`src/rtl/tx_pkg.sv`:
```
// Shared definitions for the serial transmitter: state encoding, default
// frame geometry and line-level constants.
// Optional feature macro: TRANSMITTER_PARITY_EN (adds the PARITY state).
package tx_pkg;

    localparam int DEFAULT_DATA_SIZE  = 8;
    localparam int DEFAULT_OVERSAMPLE = 8;

    localparam logic START_BIT = 1'b0;
    localparam logic STOP_BIT  = 1'b1;

    typedef enum logic [2:0] {
        IDLE   = 3'd0,
        START  = 3'd1,
        DATA   = 3'd2,
`ifdef TRANSMITTER_PARITY_EN
        PARITY = 3'd3,
`endif
        STOP   = 3'd4
    } tx_state_t;

endpackage

```
`src/rtl/tx_bit_timer.sv`:
```
// Sample counter for one serial bit: counts 0..OVERSAMPLE-1 and raises
// tick on the last sample so the FSM can advance on the bit boundary.
// The running count is also exported so the FSM can anticipate the final
// sample of a bit with a registered output.
module tx_bit_timer #(
    parameter int OVERSAMPLE = 8
) (
    input  logic       clk,
    input  logic       rst,
    input  logic       clear,
    output logic       tick,
    output logic [3:0] count
);

    localparam logic [3:0] LAST_SAMPLE = 4'(OVERSAMPLE - 1);

    logic [3:0] r_count;
    logic       w_tick;

    assign w_tick = (r_count == LAST_SAMPLE);
    assign tick   = w_tick;
    assign count  = r_count;

    // Sample counter: held at zero while cleared, wraps on every bit boundary.
    always_ff @(posedge clk or posedge rst) begin
        if (rst) begin
            r_count <= 4'd0;
        end else if (clear || w_tick) begin
            r_count <= 4'd0;
        end else begin
            r_count <= r_count + 4'd1;
        end
    end

endmodule

```
`src/rtl/transmitter.sv`:
```
// Oversampled serial transmitter: start bit, DATA_SIZE payload bits LSB
// first, optional even parity bit, one stop bit. Each bit lasts OVERSAMPLE
// cycles of bclk_x8. All outputs are registered; rst clears the frame
// asynchronously and forces the line high.
// Optional feature macro: TRANSMITTER_PARITY_EN (inserts an even parity bit
// between the payload and the stop bit).
module transmitter
    import tx_pkg::*;
#(
    parameter int DATA_SIZE  = DEFAULT_DATA_SIZE,
    parameter int OVERSAMPLE = DEFAULT_OVERSAMPLE
) (
    input  logic                 bclk_x8,
    input  logic                 rst,
    input  logic                 tx_valid,
    input  logic [DATA_SIZE-1:0] tx_data,
    output logic                 tx_ready,
    output logic                 tx_out,
    output logic                 tx_status,
    output logic                 flag
);

    localparam int BIT_W = (DATA_SIZE > 1) ? $clog2(DATA_SIZE) : 1;
    localparam logic [BIT_W-1:0] LAST_BIT = BIT_W'(DATA_SIZE - 1);
    // Sample index one before the last; seeing it in STOP means the next
    // cycle is the final period of the frame.
    localparam logic [3:0] PRE_LAST_SAMPLE = 4'(OVERSAMPLE - 2);

    tx_state_t            r_state;
    logic [BIT_W-1:0]     r_bit_cnt;
    logic [DATA_SIZE-1:0] r_shreg;
    logic                 r_tx_out;
    logic                 r_tx_status;
    logic                 r_tx_ready;
    logic                 r_flag;
`ifdef TRANSMITTER_PARITY_EN
    logic                 r_parity;
`endif

    logic                 w_tick;
    logic [3:0]           w_count;
    logic                 w_timer_clear;
    logic [DATA_SIZE-1:0] w_shift_next;

    // The sample counter rests at zero in IDLE so START begins on a clean
    // bit boundary the cycle after acceptance.
    assign w_timer_clear = (r_state == IDLE);
    assign w_shift_next  = r_shreg >> 1;

    tx_bit_timer #(
        .OVERSAMPLE(OVERSAMPLE)
    ) u_bit_timer (
        .clk  (bclk_x8),
        .rst  (rst),
        .clear(w_timer_clear),
        .tick (w_tick),
        .count(w_count)
    );

    assign tx_out    = r_tx_out;
    assign tx_ready  = r_tx_ready;
    assign tx_status = r_tx_status;
    assign flag      = r_flag;

    // Frame sequencer: state, payload shift register and registered outputs.
    always_ff @(posedge bclk_x8 or posedge rst) begin
        if (rst) begin
            r_state     <= IDLE;
            r_bit_cnt   <= '0;
            r_shreg     <= '0;
            r_tx_out    <= STOP_BIT;
            r_tx_status <= 1'b0;
            r_tx_ready  <= 1'b1;
            r_flag      <= 1'b0;
`ifdef TRANSMITTER_PARITY_EN
            r_parity    <= 1'b0;
`endif
        end else begin
            r_flag <= 1'b0;
            case (r_state)
                IDLE: begin
                    if (tx_valid) begin
                        r_state     <= START;
                        r_shreg     <= tx_data;
                        r_bit_cnt   <= '0;
                        r_tx_out    <= START_BIT;
                        r_tx_status <= 1'b1;
                        r_tx_ready  <= 1'b0;
`ifdef TRANSMITTER_PARITY_EN
                        r_parity    <= ^tx_data;
`endif
                    end
                end
                START: begin
                    if (w_tick) begin
                        r_state  <= DATA;
                        r_tx_out <= r_shreg[0];
                    end
                end
                DATA: begin
                    if (w_tick) begin
                        r_shreg <= w_shift_next;
                        if (r_bit_cnt == LAST_BIT) begin
`ifdef TRANSMITTER_PARITY_EN
                            r_state  <= PARITY;
                            r_tx_out <= r_parity;
`else
                            r_state  <= STOP;
                            r_tx_out <= STOP_BIT;
`endif
                        end else begin
                            r_bit_cnt <= r_bit_cnt + 1'b1;
                            r_tx_out  <= w_shift_next[0];
                        end
                    end
                end
`ifdef TRANSMITTER_PARITY_EN
                PARITY: begin
                    if (w_tick) begin
                        r_state  <= STOP;
                        r_tx_out <= STOP_BIT;
                    end
                end
`endif
                STOP: begin
                    r_flag <= (w_count == PRE_LAST_SAMPLE);
                    if (w_tick) begin
                        r_state     <= IDLE;
                        r_tx_status <= 1'b0;
                        r_tx_ready  <= 1'b1;
                    end
                end
                default: begin
                    r_state     <= IDLE;
                    r_tx_out    <= STOP_BIT;
                    r_tx_status <= 1'b0;
                    r_tx_ready  <= 1'b1;
                end
            endcase
        end
    end

endmodule
```
`config.mk`:
```
export PLATFORM = sky130hd
export DESIGN_NAME = transmitter
export DESIGN_NICKNAME = d
export VERILOG_FILES = /design/src/rtl/tx_pkg.sv /design/src/rtl/tx_bit_timer.sv /design/src/rtl/transmitter.sv
export SDC_FILE = /design/constraint.sdc
export NUM_CORES = 1
export LEC_CHECK = 0
export ABC_CLOCK_PERIOD_IN_PS = 2100
export CORE_MARGIN = 4
export CORE_UTILIZATION = 53
export DETAILED_ROUTE_END_ITERATION = 10
export HOLD_SLACK_MARGIN = 0.1
export PLACE_DENSITY = 0.88
export SLEW_MARGIN = 20
export SYNTH_ARGS = -nofsm -noshare
export SYNTH_HDL_FRONTEND = slang
export SYNTH_HIERARCHICAL = 1
export SYNTH_SLANG_ARGS = --single-unit
```
`constraint.sdc`:
```
create_clock -name bclk_x8 -period 2.1 [get_ports bclk_x8]
set_input_delay 0.42 -clock bclk_x8 [delete_from_list [all_inputs] [get_ports bclk_x8]]
set_output_delay 0.42 -clock bclk_x8 [all_outputs]
set_load 0.01 [all_outputs]
```
==> flow_summary.ini <==
[sta]
setup_violations = 0
rsz0062_at_grt = no
tns_ps = 0
setup_slack_ps = 261
holdWs_ps = 312
worstMarginPinSlew_ps = 699
min_period_ps = 1840
maxSlewViolCount = 0
fmax_mhz = 544
finalClockSkew_ps = 1.84
slew_headroom = 0.533
hold_violations = 0
finalCritPeriodShare = 0.876

[clock_tree]
clk_latency_ps = 310
cts_root_buf = clkbuf_4
h-tree-depth = 1
cts_tree = yes
clock_path_buffers = 2
holdBufCountCts = 0
post_cts_resized = 0
cts_setup_buffers = 0
numClockSinks = 22
path_clk_slew_ps = 120
cts_inserted_buffers = 3

[power]
p_leak_nw = 0.612
p_int_w = 0.000906
power.density_nw_per_um2 = 1050
sequentialPowerShare = 0.503
pwr-share-clk = 0.171
net-switching-power_w = 0.000471
ir_drop_uv = 637
finalPower_w = 0.00138
comb_power_share = 0.326
p_sw_frac = 0.342

[synthesis]
yosysUniqueCellTypes = 32
syn_area_um2 = 1120
synth_nets = 130
synthTopCellsByArea = dfrtp_1 (45%), mux2i_1 (6.3%), nand2_1 (5.4%), o21ai_1 (4.9%), dfstp_2 (4.7%)
synth_top_area_frac = 0.448
synth_top_cell_by_area = dfrtp_1
synth-seq-area-share = 0.496
avgSynthCellArea_um2 = 9.62
yosysWarnings = 6
ys_ff_latch = 22
synthesis.instances = 116

[worst_setup_path]
cp_max_fo = 4
path_class = register to output port
worst_path_max_delay_cell = dfstp_2
cp_num_buf_inv = 1
crit_required_ps = 1680
cp_top_family = flip-flops
endpoint_kind = output port
crit_path_start_kind = register
worstPathArrival_ps = 1420
path_cells = clkdlybuf4s50_1
max_stage_delay_ps = 570

[route]
ant_nets = 0
via_per_inst = 5.24
wire_per_inst_um = 13.2
routed_wl_mm = 2.07
drt_iter0_markers = 15
dr_total_vias = 823
drc = 0
drt_first_pass_iters = 4

[layout]
multi_input_area_um2 = 515
stdcell_count = 157
n_fill_cell = 153
antenna_cells = 0
drive_above_1_share = 0.0846
ff_latch_area_um2 = 553
nets = 145
syn_to_final_growth_pct = 16.9
final_common_cell = dfrtp_1
final_cell_mix = dfrtp_1 (20), nand2_1 (16), clkdlybuf4s50_1 (14)

[min_path]
hold_class = primary input to async pin

[placement]
dp_hpwl_mm = 1.48
portBuffers = 14
post-place-ws_ps = 359
dpl.cell_count = 153
gp_congestion = 0.777

[floorplan]
die_x_um = 53.9
initial_core_util = 0.563
die_h_um = 53.9
core-area_um2 = 1980
rows = 16
dieArea_um2 = 2900
io_pins = 15

[grt]
grt_pass1_wl_mm = 3.48
grt_max_degree = 19
grt_usage = 0.170
grt_overflow = 0
grt_pass1_vias = 820
antenna_found_initial = 0

[status]
status = finished clean

[flow_run]
cap_violations = 0
synthesized netlist by cell type (all sizes together):
cell and number:
and2 3, nor2 9, mux2i 7, nand2b 1, mux2 1, inv 5, clkbuf 1, nor2b 2
o21ai 15, dfrtp 20, dfstp 2, and3b 2, nor3b 2, nor4b 1, or3 2, nand2 16
a21o 1, a221oi 1, o22ai 1, a21oi 7, nand3b 1, buf 4, nor3 4, o22a 1
ha 3, xnor2 2, nand3 2
state kept, by name, indices dropped and copies added (netlist names):
name and cells:
u_bit_timer/count 4, r_bit_cnt 3, r_state 3, tx_ready 1, tx_status 1, tx_out 1, flag 1, r_shreg 8
final timing paths:
path / cells after the start / startpoint / to / slack [ps]
worst max-delay path: 1 / tx_ready / tx_ready / 260
worst min-delay path: 2 / rst / u_bit_timer/count[0] / 310
worst max register to register: 6 / u_bit_timer/count[0] / r_bit_cnt[0] / 330
worst min register to register: 1 / u_bit_timer/count[3] / flag / 490
max in group asynchronous: 2 / rst / r_shreg[2] / 1120
min in group bclk_x8: 1 / u_bit_timer/count[3] / flag / 490
power by group through the flow:
stage               clock [W]  sequential [W]  combinational [W]
global placement            0        0.000692           0.000428
global route         0.000250        0.000717           0.000517
CTS                  0.000239        0.000694           0.000455
detailed placement          0        0.000702           0.000451
floorplan                   0        0.000662           0.000361
finish               0.000236        0.000693           0.000448
layout make-up:
cell class / instances / share of cell area
Sequential cell: 22 / 0.424
Multi-Input combinational cell: 84 / 0.395
Timing Repair Buffer: 15 / 0.113
Clock buffer: 4 / 0.0278
Tap cell: 27 / 0.0259
Inverter: 5 / 0.0144
cells by family after synthesis:
| group | Yosys count | share of synthesized area |
|---|---|---|
| compound gates | 26 | 0.133 |
| xor+xnor | 2 | 0.0157 |
| fa+ha+maj | 3 | 0.0336 |
| buf+inv | 10 | 0.0426 |
| flops | 22 | 0.496 |
| mux | 8 | 0.0729 |
| simple gates | 45 | 0.206 |
metal layers:
layer | vias up | GRT usage | routed length (µm)
li1 | 422 | - | -
met1 | 378 | 0.212 | 902
met2 | 21 | 0.290 | 1040
met3 | 2 | 0.0249 | 116
met4 | 0 | 0.0766 | 7
met5 | - | 0 | 0
stage by stage:
| stage | area (µm²) | util |
|---|---|---|
| 2_1_floorplan | 1120 | - |
| 3_3_place_gp | 1270 | 0.640 |
| 3_5_place_dp | 1270 | 0.640 |
| 4_1_cts | 1310 | 0.658 |
| 5_1_grt | 1310 | 0.658 |
| 6_report | 1310 | 0.658 |
(Power assumes the default switching activity.)
